File: src/rtl/synth_pkg.sv
`default_nettype none
// ============================================================================
// Module      : synth_pkg
// Description : Shared constants for the step-note synthesiser: note count,
//               square-wave half-period table (equal temperament, A4 = 440 Hz,
//               characterised at a 50 MHz reference clock) and the gate FSM
//               state encoding.
// Revision    : 1.0 - initial release
// ============================================================================
package synth_pkg;

    localparam int NOTE_COUNT = 12;
    localparam int HALF_W     = 17;

    // Clock rate the half-period table below was computed for.
    localparam int unsigned REF_CLK_HZ = 50_000_000;

    // Index 0 = C4 ... index 11 = B4; value = round(REF_CLK_HZ / (2 * f_note)).
    localparam logic [HALF_W-1:0] HALF_PERIOD [NOTE_COUNT] = '{
        17'd95556, 17'd90193, 17'd85131, 17'd80353,
        17'd75843, 17'd71586, 17'd67568, 17'd63776,
        17'd60196, 17'd56818, 17'd53629, 17'd50619
    };

    typedef enum logic [0:0] {
        GATE_IDLE  = 1'b0,
        GATE_SOUND = 1'b1
    } gate_state_e;

    // Rescales a reference half-period to the actual system clock. At the
    // reference rate this returns the table value unchanged.
    function automatic logic [HALF_W-1:0] scale_half(input logic [HALF_W-1:0] half,
                                                     input int unsigned       clk_hz);
        return HALF_W'((64'(half) * 64'(clk_hz)) / 64'(REF_CLK_HZ));
    endfunction

endpackage
`default_nettype wire

File: src/rtl/step_note_synth_if.sv
`default_nettype none
// ============================================================================
// Module      : step_note_synth_if
// Description : Sample hand-off to the audio codec (valid/ready).
//   sample       : signed 24-bit mono sample, source -> sink
//   sample_valid : sample holds unaccepted data, source -> sink
//   sample_ready : sink accepts on a clock edge while high, sink -> source
// Revision    : 1.0 - initial release
// ============================================================================
interface step_note_synth_if;
    logic signed [23:0] sample;
    logic               sample_valid;
    logic               sample_ready;

    modport master (output sample, output sample_valid, input  sample_ready);
    modport slave  (input  sample, input  sample_valid, output sample_ready);
endinterface
`default_nettype wire

File: src/rtl/tone_osc.sv
`default_nettype none
// ============================================================================
// Module      : tone_osc
// Description : One square-wave oscillator. While enabled the phase toggles
//               every HALF clocks; while disabled the counter and phase are
//               parked so the note always restarts phase-aligned.
// Ports       : CLOCK_50 (clk), Reset (async, active-high),
//               enable (note sounding), phase (square-wave output, 0 = low)
// Revision    : 1.0 - initial release
// ============================================================================
module tone_osc #(
    parameter logic [16:0] HALF = 17'd56818
) (
    input  wire  CLOCK_50,
    input  wire  Reset,
    input  wire  enable,
    output logic phase
);

    localparam logic [16:0] RELOAD = HALF - 17'd1;

    logic [16:0] cnt_q, cnt_d;
    logic        phase_q, phase_d;

    always_comb begin
        cnt_d   = cnt_q;
        phase_d = phase_q;
        if (!enable) begin
            cnt_d   = RELOAD;
            phase_d = 1'b0;
        end else if (cnt_q == 17'd0) begin
            cnt_d   = RELOAD;
            phase_d = ~phase_q;
        end else begin
            cnt_d   = cnt_q - 17'd1;
        end
    end

    always_ff @(posedge CLOCK_50 or posedge Reset) begin
        if (Reset) begin
            cnt_q   <= RELOAD;
            phase_q <= 1'b0;
        end else begin
            cnt_q   <= cnt_d;
            phase_q <= phase_d;
        end
    end

    assign phase = phase_q;

endmodule
`default_nettype wire

File: src/rtl/step_note_synth.sv
`default_nettype none
// ============================================================================
// Module      : step_note_synth
// Description : Audio back end of the step sequencer. Latches the 12-bit note
//               mask on each synchronised BPM step, runs one square-wave
//               oscillator per active note, mixes them into a signed 24-bit
//               sample every SAMPLE_DIV clocks and offers it to the codec.
// Ports       : CLOCK_50, Reset (async, active-high)
//               select_note[11:0], bpm_step (async), play_en
//               active_notes[11:0], overrun (sticky drop flag)
//               snd : step_note_synth_if.master (sample / valid / ready)
// Revision    : 1.0 - initial release
// ============================================================================
module step_note_synth
    import synth_pkg::*;
#(
    parameter int unsigned CLK_HZ      = 50_000_000,
    parameter int unsigned SAMPLE_DIV  = 1042,
    parameter int          AMP         = 600_000,
    parameter int unsigned GATE_CYCLES = 0
) (
    input  wire                         CLOCK_50,
    input  wire                         Reset,
    input  wire  [NOTE_COUNT-1:0]       select_note,
    input  wire                         bpm_step,
    input  wire                         play_en,
    output logic [NOTE_COUNT-1:0]       active_notes,
    output logic                        overrun,
    step_note_synth_if.master           snd
);

    localparam int                  DIV_W    = $clog2(SAMPLE_DIV);
    localparam logic [DIV_W-1:0]    DIV_LAST = DIV_W'(SAMPLE_DIV - 1);
    localparam logic signed [23:0]  AMP_S    = 24'(AMP);

    // ------------------------------------------------------------------
    // bpm_step synchroniser and edge detect; the pulse is registered, so
    // it appears three clocks after the asynchronous edge.
    // ------------------------------------------------------------------
    logic [1:0] sync_q;
    logic       step_seen_q;
    logic       step_pulse_q;

    always_ff @(posedge CLOCK_50 or posedge Reset) begin
        if (Reset) begin
            sync_q       <= 2'b00;
            step_seen_q  <= 1'b0;
            step_pulse_q <= 1'b0;
        end else begin
            sync_q       <= {sync_q[0], bpm_step};
            step_seen_q  <= sync_q[1];
            step_pulse_q <= sync_q[1] & ~step_seen_q;
        end
    end

    // ------------------------------------------------------------------
    // Gate FSM. note_q is only non-zero in SOUND, so it doubles as the
    // registered active_notes output.
    // ------------------------------------------------------------------
    gate_state_e           state_q;
    logic [NOTE_COUNT-1:0] note_q;
    logic [31:0]           gate_cnt_q;

    always_ff @(posedge CLOCK_50 or posedge Reset) begin
        if (Reset) begin
            state_q    <= GATE_IDLE;
            note_q     <= '0;
            gate_cnt_q <= '0;
        end else begin
            case (state_q)
                GATE_IDLE: begin
                    if (step_pulse_q && play_en) begin
                        state_q    <= GATE_SOUND;
                        note_q     <= select_note;
                        gate_cnt_q <= GATE_CYCLES;
                    end
                end
                GATE_SOUND: begin
                    if (!play_en) begin
                        state_q <= GATE_IDLE;
                        note_q  <= '0;
                    end else if (step_pulse_q) begin
                        note_q     <= select_note;
                        gate_cnt_q <= GATE_CYCLES;
                    end else if (GATE_CYCLES != 0) begin
                        // The clock that takes gate_cnt to zero is the last
                        // one counted, giving exactly GATE_CYCLES of sound.
                        if (gate_cnt_q == 32'd1) begin
                            state_q <= GATE_IDLE;
                            note_q  <= '0;
                        end else begin
                            gate_cnt_q <= gate_cnt_q - 32'd1;
                        end
                    end
                end
                default: begin
                    state_q <= GATE_IDLE;
                    note_q  <= '0;
                end
            endcase
        end
    end

    assign active_notes = note_q;

    // ------------------------------------------------------------------
    // Oscillator bank
    // ------------------------------------------------------------------
    logic [NOTE_COUNT-1:0] osc_phase;

    for (genvar n = 0; n < NOTE_COUNT; n++) begin : g_osc
        tone_osc #(
            .HALF (scale_half(HALF_PERIOD[n], CLK_HZ))
        ) u_osc (
            .CLOCK_50 (CLOCK_50),
            .Reset    (Reset),
            .enable   (note_q[n]),
            .phase    (osc_phase[n])
        );
    end

    // ------------------------------------------------------------------
    // Mixer: inactive notes contribute nothing, so silence is 0, not -DC.
    // ------------------------------------------------------------------
    logic signed [23:0] mix;

    always_comb begin
        mix = '0;
        for (int n = 0; n < NOTE_COUNT; n++) begin
            if (note_q[n]) begin
                mix = mix + (osc_phase[n] ? AMP_S : -AMP_S);
            end
        end
    end

    // ------------------------------------------------------------------
    // Sample-rate divider; tick_q is high for the clock after the wrap,
    // so the handshake edge lands SAMPLE_DIV+1 clocks after reset.
    // ------------------------------------------------------------------
    logic [DIV_W-1:0] div_cnt_q;
    logic             tick_q;

    always_ff @(posedge CLOCK_50 or posedge Reset) begin
        if (Reset) begin
            div_cnt_q <= '0;
            tick_q    <= 1'b0;
        end else begin
            tick_q    <= (div_cnt_q == DIV_LAST);
            div_cnt_q <= (div_cnt_q == DIV_LAST) ? '0 : div_cnt_q + 1'b1;
        end
    end

    // ------------------------------------------------------------------
    // Codec handshake
    // ------------------------------------------------------------------
    logic signed [23:0] sample_q;
    logic               sample_valid_q;
    logic               overrun_q;

    always_ff @(posedge CLOCK_50 or posedge Reset) begin
        if (Reset) begin
            sample_q       <= '0;
            sample_valid_q <= 1'b0;
            overrun_q      <= 1'b0;
        end else if (tick_q) begin
            if (!sample_valid_q) begin
                sample_q       <= mix;
                sample_valid_q <= 1'b1;
            end else if (snd.sample_ready) begin
                // Old sample leaves on this edge; the new one replaces it.
                sample_q <= mix;
            end else begin
                overrun_q <= 1'b1;
            end
        end else if (sample_valid_q && snd.sample_ready) begin
            sample_valid_q <= 1'b0;
        end
    end

    assign snd.sample       = sample_q;
    assign snd.sample_valid = sample_valid_q;
    assign overrun          = overrun_q;

endmodule
`default_nettype wire

File: src/flat_wrapper.sv
// flat-port wrapper written by rule: the top's interface ports become plain ports
module step_note_synth_flat import synth_pkg::*;
#(
    parameter int unsigned CLK_HZ      = 50_000_000,
    parameter int unsigned SAMPLE_DIV  = 1042,
    parameter int          AMP         = 600_000,
    parameter int unsigned GATE_CYCLES = 0
)
  (CLOCK_50, Reset, select_note, bpm_step, play_en, active_notes, overrun, snd_sample, snd_sample_valid, snd_sample_ready);
  step_note_synth_if snd_i ();
  input  wire CLOCK_50;
  input  wire Reset;
  input  wire  [NOTE_COUNT-1:0] select_note;
  input  wire bpm_step;
  input  wire play_en;
  output logic [NOTE_COUNT-1:0] active_notes;
  output logic overrun;
  output wire logic [$bits(snd_i.sample)-1:0] snd_sample;
  output wire logic [$bits(snd_i.sample_valid)-1:0] snd_sample_valid;
  input wire logic [$bits(snd_i.sample_ready)-1:0] snd_sample_ready;
  assign snd_sample = snd_i.sample;
  assign snd_sample_valid = snd_i.sample_valid;
  assign snd_i.sample_ready = snd_sample_ready;
  step_note_synth #(.CLK_HZ(CLK_HZ), .SAMPLE_DIV(SAMPLE_DIV), .AMP(AMP), .GATE_CYCLES(GATE_CYCLES)) u_core (.CLOCK_50(CLOCK_50), .Reset(Reset), .select_note(select_note), .bpm_step(bpm_step), .play_en(play_en), .active_notes(active_notes), .overrun(overrun), .snd(snd_i));
endmodule
File: config.mk
export PLATFORM = sky130hd
export DESIGN_NAME = step_note_synth_flat
export DESIGN_NICKNAME = d
export VERILOG_FILES = /design/src/rtl/synth_pkg.sv /design/src/rtl/step_note_synth_if.sv /design/src/rtl/tone_osc.sv /design/src/rtl/step_note_synth.sv /design/src/flat_wrapper.sv
export SDC_FILE = /design/constraint.sdc
export NUM_CORES = 1
export LEC_CHECK = 0
export ABC_AREA = 0
export BUFFER_PORTS_ARGS = -buffer_cell sky130_fd_sc_hd__buf_2
export CAP_MARGIN = 25
export CORE_ASPECT_RATIO = 0.5
export CORE_MARGIN = 3
export CORE_UTILIZATION = 58
export DETAILED_ROUTE_END_ITERATION = 10
export PLACE_DENSITY = 0.86
export SYNTH_ARGS = -nofsm -noshare
export SYNTH_HDL_FRONTEND = slang
export SYNTH_HIERARCHICAL = 1
export SYNTH_SLANG_ARGS = --single-unit
File: constraint.sdc
create_clock -name CLOCK_50 -period 12.85 [get_ports CLOCK_50]
set_input_delay 3.2125 -clock CLOCK_50 [delete_from_list [all_inputs] [get_ports CLOCK_50]]
set_output_delay 3.2125 -clock CLOCK_50 [all_outputs]
set_load 0.02 [all_outputs]
Word-level counts from Yosys, hierarchy flattened:

Index checks and enable logic that the tools add are counted.

* flip-flop bits (word level): 271
* input port bits: 17
* output and inout bits: 38

* add/sub/neg operators: 24
* eq/ne operators: 16
* mux-type cells: 84
* bitwise gates (word level): 16
* reduce and logical (&&, ||, !) cells: 18

Operators with widths (count)
* $mux W24: 26
* $mux W17: 24
* $add A24 B24 Y24: 11
* $logic_not A17 Y1: 12
* $sub A17 B1 Y17 const B: 12
* $mux W12: 3
* $mux W1: 28
* $ne A2 B2 Y1 const B: 13
* $pmux W12 S2: 1
* $not A1 Y1: 15
* $add A11 B1 Y11 const B: 1
* $eq A11 B11 Y1 const B: 1
* $mux W11: 1
* $reduce_and A2 Y1: 2
* $ne A3 B2 Y1 const B: 1
* $reduce_and A3 Y1: 1
* $logic_and A1 B1 Y1: 2
* $ne A2 B1 Y1 const B: 1
* $pmux W1 S2: 1
* $reduce_bool A2 Y1: 1
* $and A1 B1 Y1: 1

Longest topological paths before layout:

* depth in word-level cells: 26
* mapped depth: 76
* depth with buffers taken out: 75

Modules after synthesis:

Netlist, hierarchy kept.

By module, submodules not included
* step_note_synth: times used 1, cells each 1500, area an instance 11522.3 µm², seq. area each 1226.2 µm²
* tone_osc at u_core.g_osc[4].u_osc: times used 1, cells each 93, area an instance 932.1 µm², seq. area each 456.7 µm²
* tone_osc at u_core.g_osc[8].u_osc: times used 1, cells each 85, area an instance 932.1 µm², seq. area each 461.7 µm²
* tone_osc at u_core.g_osc[10].u_osc: times used 1, cells each 91, area an instance 929.6 µm², seq. area each 461.7 µm²
* tone_osc at u_core.g_osc[3].u_osc: times used 1, cells each 90, area an instance 928.4 µm², seq. area each 460.4 µm²
* tone_osc at u_core.g_osc[6].u_osc: times used 1, cells each 91, area an instance 924.6 µm², seq. area each 464.2 µm²
* tone_osc at u_core.g_osc[5].u_osc: times used 1, cells each 88, area an instance 922.1 µm², seq. area each 460.4 µm²
* tone_osc at u_core.g_osc[7].u_osc: times used 1, cells each 89, area an instance 922.1 µm², seq. area each 464.2 µm²
* tone_osc at u_core.g_osc[0].u_osc: times used 1, cells each 89, area an instance 912.1 µm², seq. area each 461.7 µm²
* tone_osc at u_core.g_osc[11].u_osc: times used 1, cells each 87, area an instance 904.6 µm², seq. area each 461.7 µm²
* tone_osc at u_core.g_osc[2].u_osc: times used 1, cells each 88, area an instance 893.4 µm², seq. area each 459.2 µm²
* tone_osc at u_core.g_osc[1].u_osc: times used 1, cells each 90, area an instance 892.1 µm², seq. area each 456.7 µm²
* tone_osc at u_core.g_osc[9].u_osc: times used 1, cells each 85, area an instance 879.6 µm², seq. area each 464.2 µm²

Worst setup path before layout:

OpenSTA, ideal clock, no wires.

* path kind: reg2reg
* from: reg u_core.note_q[0], in the netlist u_core/active_notes[0]
* to: reg u_core.sample_q[23], in the netlist u_core/snd.sample[23]
* library setup time: 0.131 ns
* data arrival time: 13.416 ns
* required time: 12.719 ns
* setup slack: -0.697 ns
* stages on the path, launching flop included: 73
* path through: dfrtp_1 buf_6 nand2_1 inv_1 fa_1 inv_1 fa_1 o21ai_0 ha_1 a21o_1 a21o_1 a21oi_1 xnor2_1 mux2_2 ha_1 and3_1 nand3_1 nand2_1 [37 not listed] o41a_1 xnor2_1 o21ai_0 a41oi_1 ha_1 inv_1 o21bai_1 a21oi_1 xnor2_1 a221o_1 ha_1 a21o_1 a31oi_1 xnor2_1 nor2_1 xnor3_1 xor2_1 o21ai_1

* word-level cells in the longest chain between the ends: 25

RTL lines
* start, declared: RTL line step_note_synth.sv:61 `logic [NOTE_COUNT-1:0] note_q;`
* start signal, assigned: RTL line step_note_synth.sv:74 `note_q <= select_note;`
* start signal, assigned: RTL line step_note_synth.sv:83 `note_q <= select_note;`
* $mux W24 (*): RTL line step_note_synth.sv:130 `if (note_q[n]) begin`
* $add A24 B24 Y24: RTL line step_note_synth.sv:131 `mix = mix + (osc_phase[n] ? AMP_S : -AMP_S);`
* $mux W24 (*): RTL line step_note_synth.sv:130
* $add A24 B24 Y24: RTL line step_note_synth.sv:131
* $mux W24 (*): RTL line step_note_synth.sv:130
* $add A24 B24 Y24: RTL line step_note_synth.sv:131
* $mux W24 (*): RTL line step_note_synth.sv:130
* $add A24 B24 Y24: RTL line step_note_synth.sv:131
* [9 not listed]
* $add A24 B24 Y24: RTL line step_note_synth.sv:131
* $mux W24 (*): RTL line step_note_synth.sv:130
* $add A24 B24 Y24: RTL line step_note_synth.sv:131
* $mux W24 (*): RTL line step_note_synth.sv:130
* $add A24 B24 Y24: RTL line step_note_synth.sv:131
* $mux W24 (*): RTL line step_note_synth.sv:130
* $mux W24: RTL line step_note_synth.sv:169 `end else if (snd.sample_ready) begin`
* $mux W24 (*): RTL line step_note_synth.sv:166 `if (!sample_valid_q) begin`
* end signal, assigned: RTL line step_note_synth.sv:167 `sample_q <= mix;`
* end signal, assigned: RTL line step_note_synth.sv:171 `sample_q <= mix;`
* end, declared: RTL line step_note_synth.sv:156 `logic signed [23:0] sample_q;`

Every way passes the cells marked *; elsewhere a longest branch is shown, timed or not. The select of a mux whose other input is x is not followed.
A chain may end at the register's enable or synchronous reset.

Worst setup path in the final report:

Ends and elaborated chain as after synthesis.

==> results.py <==
metrics = {
    "route": {
        "wire_per_inst_um": 18.7,
        "first_iter_violations": 2040,
        "vias": 21600,
        "drcViolationCount": 0,
        "firstDrtPassIters": 6,
        "routed_wl_mm": 64.6,
        "final_antenna_net_count": 0,
        "routed_via_density": 6.23,
    },
    "worst_setup_path": {
        "crit_slowest_cell": "dfrtp_2",
        "crit_type": "register to register",
        "endpoint_kind": "register",
        "worst_ep_arrival_time_ps": 14030,
        "cp_max_fo": 5,
        "required_ps": 13260,
        "cp-start-kind": "register",
        "max_stage_delay_ps": 440,
        "crit_top_cell": "ha_4",
        "reg2reg_slack_ps": -770,
    },
    "sta": {
        "final_hold_viol_count": 0,
        "rsz0062_at_grt": "true",
        "final-setup-viol-count": 4,
        "fmax_mhz": 73.4,
        "finalMaxSlewViolations": 0,
        "tns_ps": -1940,
        "min_period_ps": 13620,
        "worst_slack_ps": -769,
        "period_share_pct": 106,
        "worst_pin_slew_ps": 911,
        "maxSlewHeadroom_pct": 38.8,
        "finClkSkew_ps": 29.2,
    },
    "pwr": {
        "ir_drop_v": 0.000207,
        "p_leak_nw": 12.2,
        "power.density_nw_per_um2": 250,
        "design_power_total_w": 0.00694,
    },
    "global_route": {
        "grt_pass1_vias": 20900,
        "grt_max_degree": 50,
        "grt_usage_pct": 28.0,
        "use_met2_pct": 49.6,
        "antenna_found_initial": 0,
        "grtUsageMet3_pct": 4.03,
        "grt_pass1_wl_mm": 99.1,
        "grt_overflow": 0,
        "gr-usage-met1_pct": 34.7,
        "busiest_layer": "met2",
    },
    "yosys": {
        "synth_top_area_share_pct": 18.1,
        "ys_seq_area_share_pct": 30.0,
        "yosys.area.top_type": "dfrtp_1",
        "yosys_warnings": 6,
        "synthFlopType": "dfrtp_1",
        "synth_seq_cells": 265,
        "synthTopCellsByArea": "dfrtp_1 18%, dfstp_2 12%, ha_1 10%",
        "async_flop_share_pct": 100,
        "synth_area_um2": 22500,
        "ys_types": 103,
        "synth_edf_count": 0,
        "synth.most_common_cell": "nand2_1",
        "synthTopCellsByCount": "256 x nand2_1, 236 x nor2_1, 186 x ha_1, 173 x xnor2_1, 169 x a21oi_1",
        "syn_avg_cell_area_um2": 8.77,
        "syn_inst": 2566,
    },
    "placement": {
        "place_area_um2": 25500,
        "dp_hpwl_mm": 41.3,
        "port_buffers": 48,
        "gp_congestion": 0.927,
        "pre_cts_ws_ps": -741,
    },
    "layout": {
        "area_delta_synth_final_pct": 23.4,
        "fin_nets": 3137,
        "final_area_um2": 27800,
        "regArea_um2": 6760,
        "antenna_cells": 0,
        "layout-drive-gt1-share_pct": 28.7,
        "fillCellCount": 2408,
        "multiInputGateArea_um2": 16100,
    },
    "clocking": {
        "clk_pin_slew_ps": 70,
        "tritoncts": "done",
        "htreeDepth": 1,
        "cts_root_buffer": "clkbuf_16",
        "clk_latency_ps": 570,
        "clkSinkCount": 265,
        "cts_buffers": 26,
        "cts_buffer_depth": 3,
    },
    "flow_run": {
        "max_cap_violations": 0,
    },
    "worst_hold_path": {
        "hold_class": "register to register",
    },
    "die": {
        "chipHeight_um": 145,
        "dieArea_um2": 41300,
        "rows": 50,
        "core_um2": 37800,
        "start_util_pct": 59.5,
        "ioPinCount": 55,
        "fp.dieW_um": 285,
    },
    "outcome": {
        "status": "finished, violations left",
        "violations": "setup timing",
    },
}
-- kinds of logic after synthesis --
logic type	after synthesis	share of synthesized area (%)
flip-flops	265	30.0
adder cells (fa/ha/maj)	199	11.5
buffers and inverters	212	3.79
multiplexers	76	3.69
other	1	0.0167
AO/OA/AOI/OAI	598	17.2
XOR/XNOR	308	12.6
AND/OR/NAND/NOR	907	21.1
-- worst max-delay path: cells and delay by family (launching register included) --
family | cells | cell delay [ps]
flops | 1 | 440
fa+ha+maj | 12 | 3510
simple gates | 8 | 900
buf+inv | 10 | 1130
compound gates | 30 | 5650
mux | 1 | 280
xor+xnor | 10 | 1580
-- routing by layer --
metal	up-vias	share of wire, %
met1	10400	41
li1	9880	-
met3	316	6.2
met4	0	5.1
met5	-	0
met2	933	48
-- cell type report --
| cell class | count | share of cell area, % |
|---|---|---|
| inverters | 148 | 2.00 |
| well taps | 520 | 2.34 |
| repair buffers | 386 | 9.99 |
| clock inverters | 11 | 0.626 |
| flip-flops and latches | 265 | 24.4 |
| multi-input cells | 2094 | 57.9 |
| clock buffers | 37 | 2.79 |
-- where the power goes --
part / switching [W] / total [W] / internal [W]
Sequential: 0.0000344 / 0.000902 / 0.000868
Combinational: 0.00258 / 0.00518 / 0.00260
Clock: 0.000353 / 0.000855 / 0.000502
Total: 0.00297 / 0.00694 / 0.00397
-- state kept, by name (all words and copies together) (netlist names) --
signal,cells
u_core/g_osc.u_osc/cnt_q,204
u_core/snd.sample,18
u_core/active_notes,12
u_core/g_osc.u_osc/phase,12
u_core/div_cnt_q,11
u_core/sync_q,2
u_core/overrun,1
u_core/snd.sample_valid,1
u_core/state_q,1
u_core/step_pulse_q,1
u_core/step_seen_q,1
u_core/tick_q,1
-- worst paths after layout --
path | startpoint | to | cells past startpoint
worst max-delay path | u_core/active_notes[0] | u_core/snd.sample[23] | 71
worst min-delay path | u_core/sync_q[1] | u_core/step_seen_q | 0
worst max register to register | u_core/active_notes[0] | u_core/snd.sample[23] | 71
worst min register to register | u_core/sync_q[1] | u_core/step_seen_q | 0
max in group asynchronous | Reset | u_core/active_notes[0] | 3
min in group asynchronous | Reset | u_core/g_osc[5].u_osc/cnt_q[13] | 2
-- cells in the final DEF, fill, tap and decap left out, types with 27 or more instances in the layout --
| cell | instances |
|---|---|
| nand2_1 | 250 |
| nor2_1 | 232 |
| xnor2_1 | 168 |
| o21ai_1 | 28 |
| buf_4 | 336 |
| mux2_2 | 50 |
| clkbuf_16 | 27 |
| buf_2 | 48 |
| a21oi_2 | 44 |
| nand4_1 | 33 |
| or3_1 | 36 |
| nor4_1 | 33 |
| o21a_1 | 35 |
| nor3_1 | 52 |
| ha_1 | 144 |
| dfrtp_1 | 162 |
| a21oi_1 | 122 |
| o21ai_0 | 85 |
| xor2_1 | 123 |
| dfstp_2 | 102 |
| nand3_1 | 67 |
| o21bai_1 | 31 |
| ha_4 | 35 |
| inv_1 | 135 |
| a21o_1 | 72 |
-- metrics by stage --
| stage | cells | hold WS (ps) | util, % |
|---|---|---|---|
| 2_1_floorplan | 2571 | 331 | - |
| 3_3_place_gp | 3364 | 332 | 67.4 |
| 3_5_place_dp | 3364 | 358 | 67.4 |
| 4_1_cts | 3442 | 379 | 71.7 |
| 5_1_grt | 3461 | 392 | 73.5 |
| 6_report | 3461 | 382 | 73.5 |
-- timing repair --
action | in CTS | in global routing
pin swaps | 65 | 55
setup endpoints to repair | 5 | 9
gates resized for setup | 103 | 100
buffers inserted | 30 | 17
hold buffers | 0 | 0
(Power assumes the default switching activity.)
